## src/rtl/bas_game_ctrl_pkg.sv

```systemverilog
// Shared state encodings and default game parameters
// for the basketball scoreboard game-flow sequencer.
package bas_game_ctrl_pkg;

  typedef enum logic [2:0] {
    S_IDLE      = 3'd0,
    S_RUN       = 3'd1,
    S_PAUSE     = 3'd2,
    S_SHOT_VIOL = 3'd3,
    S_QTR_END   = 3'd4,
    S_GAME_OVER = 3'd5
  } state_t;

  localparam int QUARTERS_DEF   = 4;
  localparam int BUZZ_TICKS_DEF = 3;

endpackage

```

## src/rtl/bas_game_ctrl_key_edge.sv

```systemverilog
// Registered rising-edge detector for one debounced key.
// A key held through reset yields no edge afterwards.
module bas_key_edge (
  input  logic CLOCK,
  input  logic RST,
  input  logic i_key,
  output logic o_edge
);

  logic r_prev;
  logic r_edge;

  always_ff @(posedge CLOCK) begin
    if (RST) begin
      r_prev <= 1'b1;
      r_edge <= 1'b0;
    end else begin
      r_prev <= i_key;
      r_edge <= i_key & ~r_prev;
    end
  end

  assign o_edge = r_edge;

endmodule

```

## src/rtl/bas_game_ctrl.sv

```systemverilog
// Game-flow FSM: drives clock enables, reload pulses,
// quarter count and buzzer for the scoreboard counters.
module bas_game_ctrl
  import bas_game_ctrl_pkg::*;
#(
  parameter int QUARTERS   = QUARTERS_DEF,
  parameter int BUZZ_TICKS = BUZZ_TICKS_DEF
) (
  input  logic       CLOCK,
  input  logic       RST,
  input  logic       tick_1hz,
  input  logic       key_start,
  input  logic       key_shot,
  input  logic       shot_zero,
  input  logic       game_zero,
  output logic       run_shot,
  output logic       run_game,
  output logic       shot_load,
  output logic       game_load,
  output logic [2:0] quarter,
  output logic       buzzer,
  output logic       game_over
);

  localparam logic [3:0] LP_BUZZ = 4'(BUZZ_TICKS);
  localparam logic [2:0] LP_QTR  = 3'(QUARTERS);

  logic       w_start_edge;
  logic       w_shot_edge;
  logic [3:0] w_buzz_nxt;
  logic       w_buzz_done;

  state_t     r_state;
  logic [3:0] r_buzz;
  logic [2:0] r_quarter;
  logic       r_shot_load;
  logic       r_game_load;

  bas_key_edge u_start_edge (
    .CLOCK  (CLOCK),
    .RST    (RST),
    .i_key  (key_start),
    .o_edge (w_start_edge)
  );

  bas_key_edge u_shot_edge (
    .CLOCK  (CLOCK),
    .RST    (RST),
    .i_key  (key_shot),
    .o_edge (w_shot_edge)
  );

  assign w_buzz_nxt  = r_buzz + 4'd1;
  assign w_buzz_done = tick_1hz &&
                       (w_buzz_nxt == LP_BUZZ);

  always_ff @(posedge CLOCK) begin
    if (RST) begin
      r_state     <= S_IDLE;
      r_buzz      <= 4'd0;
      r_quarter   <= 3'd1;
      r_shot_load <= 1'b0;
      r_game_load <= 1'b0;
    end else begin
      r_shot_load <= 1'b0;
      r_game_load <= 1'b0;
      unique case (r_state)
        S_IDLE: begin
          if (w_start_edge) begin
            r_state     <= S_RUN;
            r_shot_load <= 1'b1;
            r_game_load <= 1'b1;
          end
        end
        S_RUN: begin
          // manual reload beats a same-cycle shot_zero
          r_shot_load <= w_shot_edge;
          if (game_zero) begin
            r_state <= S_QTR_END;
            r_buzz  <= 4'd0;
          end else if (shot_zero && !w_shot_edge) begin
            r_state <= S_SHOT_VIOL;
            r_buzz  <= 4'd0;
          end else if (w_start_edge) begin
            r_state <= S_PAUSE;
          end
        end
        S_PAUSE: begin
          r_shot_load <= w_shot_edge;
          if (w_start_edge) begin
            r_state <= S_RUN;
          end
        end
        S_SHOT_VIOL: begin
          if (tick_1hz) begin
            r_buzz <= w_buzz_nxt;
          end
          if (w_buzz_done) begin
            r_state     <= S_PAUSE;
            r_shot_load <= 1'b1;
          end
        end
        S_QTR_END: begin
          if (tick_1hz) begin
            r_buzz <= w_buzz_nxt;
          end
          if (w_buzz_done) begin
            if (r_quarter == LP_QTR) begin
              r_state <= S_GAME_OVER;
            end else begin
              r_state     <= S_PAUSE;
              r_quarter   <= r_quarter + 3'd1;
              r_shot_load <= 1'b1;
              r_game_load <= 1'b1;
            end
          end
        end
        S_GAME_OVER: begin
          r_state <= S_GAME_OVER;
        end
        default: begin
          r_state <= S_IDLE;
        end
      endcase
    end
  end

  assign run_shot  = (r_state == S_RUN);
  assign run_game  = (r_state == S_RUN);
  assign buzzer    = (r_state == S_SHOT_VIOL) ||
                     (r_state == S_QTR_END);
  assign game_over = (r_state == S_GAME_OVER);
  assign shot_load = r_shot_load;
  assign game_load = r_game_load;
  assign quarter   = r_quarter;

endmodule
```

## config.mk

```make
export PLATFORM = sky130hd
export DESIGN_NAME = bas_game_ctrl
export DESIGN_NICKNAME = d
export VERILOG_FILES = /design/src/rtl/bas_game_ctrl_pkg.sv /design/src/rtl/bas_game_ctrl_key_edge.sv /design/src/rtl/bas_game_ctrl.sv
export SDC_FILE = /design/constraint.sdc
export NUM_CORES = 1
export LEC_CHECK = 0
export ABC_AREA = 1
export CAP_MARGIN = 20
export CORE_UTILIZATION = 54
export DETAILED_ROUTE_END_ITERATION = 8
export GPL_TIMING_DRIVEN = 0
export PLACE_DENSITY = 0.82
export SLEW_MARGIN = 10
export SYNTH_ARGS = -nofsm -noshare
export SYNTH_HDL_FRONTEND = slang
export SYNTH_SLANG_ARGS = --single-unit
export TNS_END_PERCENT = 10
```

## constraint.sdc

```tcl
create_clock -name CLOCK -period 3 [get_ports CLOCK]
set_clock_uncertainty 0.1 [all_clocks]
set_input_delay 0.6 -clock CLOCK [delete_from_list [all_inputs] [get_ports CLOCK]]
set_output_delay 0.6 -clock CLOCK [all_outputs]
set_load 0.01 [all_outputs]
```

# After elaboration in Yosys (flattened, before gate mapping)
# Index checks and enable logic that the tools add are counted.
# classes
reduce_logical	12
n_eq_ne	13
n_bitwise	5
n_addsub	2
muxes	18
# ops
cell	n
3-bit 2-to-1 mux	7
3-bit case mux with 5 select lines	1
4-bit 2-to-1 mux	3
3-bit == test, second input constant	3
4-bit case mux with 2 select lines	1
3-bit by 2-bit == test with 1-bit output, second input constant	2
3-bit AND reduction	2
2-bit OR reduction	3
4-bit by 1-bit adder with 4-bit output, second input constant	1
4-bit by 2-bit == test with 1-bit output, second input constant	1
1-bit 2-to-1 mux	4
2-bit by 1-bit inequality test with 1-bit output, second input constant	2
2-bit inequality test, second input constant	2
4-bit by 2-bit inequality test with 1-bit output, second input constant	1
1-bit case mux with 4 select lines	1
4-bit AND reduction	1
3-bit by 1-bit adder with 3-bit output, second input constant	1
3-bit by 1-bit == test with 1-bit output, second input constant	1
3-bit zero test	1
3-bit by 2-bit inequality test with 1-bit output, second input constant	1
1-bit inverter	3
1-bit AND	2
1-bit logical AND	2
1-bit case mux with 2 select lines	1
3 further kinds	3
# totals
wordCells	59
out_inout_bits	9
register_bits	16
inputBits	7

# Depth between registers and ports, before layout
# logic_depth
depth_word	5
ltp_mapped	10
mapped_depth_nobuf	10

# Hierarchy
# A second synthesis with hierarchy kept.
# unflattened
hier_cells	138
area_unflattened_um2	964.7
# by_module_without_submodules
module	n_inst	cells_per_inst	area_each_um2
bas_game_ctrl	1	126	844.6
bas_key_edge	2	6	60.1

# Worst setup path after synthesis
# OpenSTA, ideal clock, no wires.
# synth_timing
path_type	reg2out
startpoint	register r_state[2]
endpoint	output run_shot
path_stages_with_launch	5
arrival_ns	0.857
setup_slack_ns	1.443
n_path_buf	1
path_cell_list	dfxtp_1 > inv_2 > nand3_1 > inv_1 > buf_4
# synth_between
elab_chain_cells	1
# synth_lines
item	line_no	rtl
from (decl)	bas_game_ctrl.sv:33	state_t r_state;
from (signal assigned)	bas_game_ctrl.sv:59	r_state <= S_IDLE;
from (signal assigned)	bas_game_ctrl.sv:70	r_state <= S_RUN;
from (signal assigned)	bas_game_ctrl.sv:79	r_state <= S_QTR_END;
3-bit by 1-bit == test with 1-bit output	n/a	
to (decl)	bas_game_ctrl.sv:16	output logic run_shot,
# Every way passes these cells.

# Worst setup path after layout
# layout_timing
startpoint	register r_state[2]
endpoint	output run_shot
# layout_between
elab_chain_cells	1
# layout_lines
item	line_no	rtl
3-bit by 1-bit == test with 1-bit output	bas_game_ctrl.sv:128	assign run_shot = (r_state == S_RUN);
# Every way passes these cells.

==> PnR_summary.wiki <==
{| class="wikitable"
! Metric !! Value
|-
| Combined flip-flop and latch cell area || 320 um^2
|-
| Area of the die || approximately 1800 um^2
|-
| TritonCTS sink count || 16
|-
| Required time of the critical path || about 2.3 ns
|-
| Cells after synthesis || ~130
|-
| Antenna violations before repair || 0
|-
| Global-route wire length before repair || about 3.0 mm
|-
| Share of total power in the clock network || 0.122
|-
| CTS clock-pin slew for the worst setup and hold paths || 0.09 ns
|-
| Layout cell share with drive strength beyond 1 || 0.112
|-
| Synthesized area || ~900 um^2
|-
| Share of the synthesized area in the top cell type || 0.358
|-
| Number of warnings reported in the yosys synthesis log || 0
|-
| Placed instance area || 1070 um^2
|-
| Clock period minus worst slack || about 2.4 ns
|-
| Total buffers and inverters traversed by the critical path || 4
|-
| Design Area, Final || between 1000 and 1500 um^2
|-
| Met1 usage || 0.251
|-
| Antenna diode count || 0
|-
| Core footprint || 1520 um^2
|-
| Average instance area after synthesis || between 6 and 7 um^2
|-
| Root Buffer || sky130_fd_sc_hd__clkbuf_4
|-
| Busiest layer in global routing || met2
|-
| Net switching component of the power || approximately 0.42 mW
|-
| Net count, final || 165
|-
| Critical path start-end classification || flop to primary output
|-
| Routed length per placed instance || 10.5 um
|-
| Final wirelength || between 1.5 and 2 mm
|-
| Total I/O pin count || 16
|-
| Hold/Removal Path Class || flop to flop
|-
| Total congestion overflow || 0
|-
| Cell Pwr Density || between 800 and 900 nW/um^2
|-
| Slew HR || 0.684
|-
| Slowest stage cell on the critical path || sky130_fd_sc_hd__dfxtp_1
|-
| Antenna-violating nets left || 0
|-
| Maximum fanout count along the critical path || 7
|-
| DRC violations left || 0
|-
| Final critical-path setup slack || around 0.6 ns
|-
| Leak || about 0.52 nW
|-
| Pin count of the biggest net entering global routing || 11
|-
| Resized Gates After CTS || 0
|-
| Layout Area Growth over Synthesis || 21.5%
|-
| Highest Clock Rate || a little over 400 MHz
|-
| Number of synthesized register bits || 16
|-
| Multi-input logic area || approximately 490 um^2
|-
| Switching share of power || 0.455
|-
| Iteration-0 DRC Markers || 18
|-
| Synth area leaders || sky130_fd_sc_hd__dfxtp_1 36%, sky130_fd_sc_hd__nand2_1 12%, sky130_fd_sc_hd__nor2_1 8.4%
|-
| Setup violations, final || 0
|-
| Setup repair after global routing missed its margin || no
|-
| Status || finished clean
|-
| Cell Int Power || between 0.5 and 0.6 mW
|-
| Logic pwr share || 0.542
|-
| Worst slack at placement || between 0.9 and 1 ns
|-
| Overall fraction of global-route tracks in use || 0.211
|-
| DR vias/cell || roughly 5.2
|-
| Buffers added on ports || 15
|-
| Share of flip-flops with an asynchronous set or reset || 0
|-
| Met2 demand-to-capacity share in global routing || 0.348
|-
| Number of synthesized flops with an enable pin || 0
|-
| Dominant cell type by area after synthesis || sky130_fd_sc_hd__dfxtp_1
|-
| Die width || between 40 and 50 um
|-
| Cell class contributing the biggest share of worst-path delay || buffers and inverters
|-
| Setup Total Neg Slack || 0 ns
|-
| Number of nets produced by synthesis || 145
|-
| Drt first pass iters || 4
|-
| GPL Wtd Cong || slightly below 0.9
|-
| Sequential fraction of the synthesis area || 0.358
|-
| Fraction of power consumed by sequential logic || 0.336
|-
| Max-slew violation count || 0
|-
| Count of cell types in the netlist || 21
|-
| Maximum resistive drop on vdd || ~0.00063 V
|-
| Post-CTS Setup Bufs || 0
|-
| Final Cycle Share || 0.801
|-
| Actual slew at the worst max-slew pin || ~0.47 ns
|-
| Initial Util || 0.588
|-
| Element type at the critical path end || primary output
|-
| Met3 Use GR || 0.0426
|-
| Standard-cell rows || 14
|-
| Number of vias after detailed routing || just under 900
|-
| Most frequently used flop master after synthesis || sky130_fd_sc_hd__dfxtp_1
|-
| Arrival time worst endpoint || 1.70 ns
|-
| Nature of the critical path startpoint || flop
|-
| Clock tree from TritonCTS || done
|-
| H-Tree Depth || 1
|-
| Detailed placement HPWL || about 1.4 mm
|-
| Fin Hold WS || 0.294 ns
|-
| Longest Clk Path Bufs || 2
|-
| Die span in y || 42.7 um
|-
| Number of max-capacitance violations reported || 0
|-
| Cells traversed along the worst timing path || inv_2 -> nand3_1 -> inv_1 -> buf_4 -> clkdlybuf4s50_1
|-
| Vias in the first global route || slightly below 800
|-
| Clock insertion delay at the later pin of the skew report || ~0.28 ns
|-
| Hold Fails Final Rpt || 0
|-
| Hold buffers post-CTS || 0
|-
| Internal reg-to-reg setup slack || roughly 1.4 ns
|-
| Delay contributed by the slowest stage of the critical path || just under 0.5 ns
|-
| Fillcell total || ~140
|-
| Number of clock buffers inserted by TritonCTS || 3
|-
| Util after Layout || 0.714
|}
## registers in the layout (all words and copies together) (netlist names)
signal,count
shot_load,1
u_start_edge.o_edge,1
game_load,1
u_shot_edge.r_prev,1
quarter,3
r_state,3
r_buzz,4
u_shot_edge.o_edge,1
u_start_edge.r_prev,1
## synthesized netlist by cell type, types with 2 or more instances
cell type and instances:
sky130_fd_sc_hd__ha_1 4, sky130_fd_sc_hd__inv_1 16, sky130_fd_sc_hd__nor2_1 20, sky130_fd_sc_hd__a21oi_1 9, sky130_fd_sc_hd__nand3_2 2, sky130_fd_sc_hd__nand2_2 4, sky130_fd_sc_hd__inv_2 4, sky130_fd_sc_hd__nand4_1 3
sky130_fd_sc_hd__nor2_2 2, sky130_fd_sc_hd__o21ai_1 3, sky130_fd_sc_hd__nand3_1 12, sky130_fd_sc_hd__dfxtp_1 16, sky130_fd_sc_hd__nand2_1 29, sky130_fd_sc_hd__nor3_1 3
## layer usage
layer	vias up	part of all wire	routed length, um
met1	387	0.45	796
met3	4	0.046	81
met4	0	0.010	18
li1	463	-	-
met5	-	0	0
met2	26	0.49	861
## layout make-up
| cell class | count | area share |
|---|---|---|
| plain buffers | 2 | 0.0103 |
| well taps | 16 | 0.0184 |
| inverters | 20 | 0.0690 |
| repair buffers | 15 | 0.138 |
| clock buffers | 3 | 0.0207 |
| multi-input cells | 96 | 0.449 |
| flip-flops and latches | 16 | 0.294 |
## layout by cell type (no fill, tap or decap)
cell / synthesis / routed
sky130_fd_sc_hd__nand3_2: 2 / 2
sky130_fd_sc_hd__ha_1: 4 / 4
sky130_fd_sc_hd__and2_1: 1 / 1
sky130_fd_sc_hd__nand3_1: 12 / 12
sky130_fd_sc_hd__a21oi_1: 9 / 9
sky130_fd_sc_hd__nand2_2: 4 / 4
sky130_fd_sc_hd__a31oi_1: 1 / 1
sky130_fd_sc_hd__nor2_1: 20 / 20
sky130_fd_sc_hd__nor3_1: 3 / 3
sky130_fd_sc_hd__nand2_1: 29 / 29
sky130_fd_sc_hd__inv_2: 4 / 4
sky130_fd_sc_hd__clkdlybuf4s50_1: 0 / 15
sky130_fd_sc_hd__nand3_4: 1 / 1
sky130_fd_sc_hd__xor2_1: 1 / 1
sky130_fd_sc_hd__clkbuf_4: 0 / 3
sky130_fd_sc_hd__inv_1: 16 / 16
sky130_fd_sc_hd__clkbuf_1: 1 / 1
sky130_fd_sc_hd__o21ai_0: 1 / 1
sky130_fd_sc_hd__o21ai_1: 3 / 3
sky130_fd_sc_hd__nand4_1: 3 / 3
sky130_fd_sc_hd__buf_4: 1 / 1
sky130_fd_sc_hd__dfxtp_1: 16 / 16
sky130_fd_sc_hd__nor2_2: 2 / 2
## path summary, 6_finish.rpt
kind                                         start                 end  cells past startpoint
worst max-delay path                    r_state[2]            run_shot                      5
worst min-delay path            u_shot_edge.r_prev  u_shot_edge.o_edge                      1
worst max register to register           r_buzz[1]          r_state[2]                     10
worst min register to register  u_shot_edge.r_prev  u_shot_edge.o_edge                      1
## metrics by stage
stage               total power, mW  cells
floorplan                     0.685    134
global placement              0.802    165
detailed placement            0.814    165
CTS                           0.929    168
global route                   1.01    168
finish                        0.929    168
## power groups by stage
stage | clock (mW) | sequential [mW] | combinational, mW
2_1_floorplan | 0 | 0.305 | 0.380
3_3_place_gp | 0 | 0.314 | 0.488
3_5_place_dp | 0 | 0.316 | 0.498
4_1_cts | 0.117 | 0.311 | 0.501
5_1_grt | 0.121 | 0.320 | 0.567
6_report | 0.113 | 0.312 | 0.503
## cells by family (layout without fill, tap and decap cells)
group,count (synthesis),after routing,share of synthesized area
simple gates,77,77,0.401
flops,16,16,0.358
compound gates,14,14,0.0796
xor+xnor,1,1,0.00978
fa+ha+maj,4,4,0.0559
buf+inv,22,40,0.0964
Note: power is estimated with default switching activity, not from simulation.
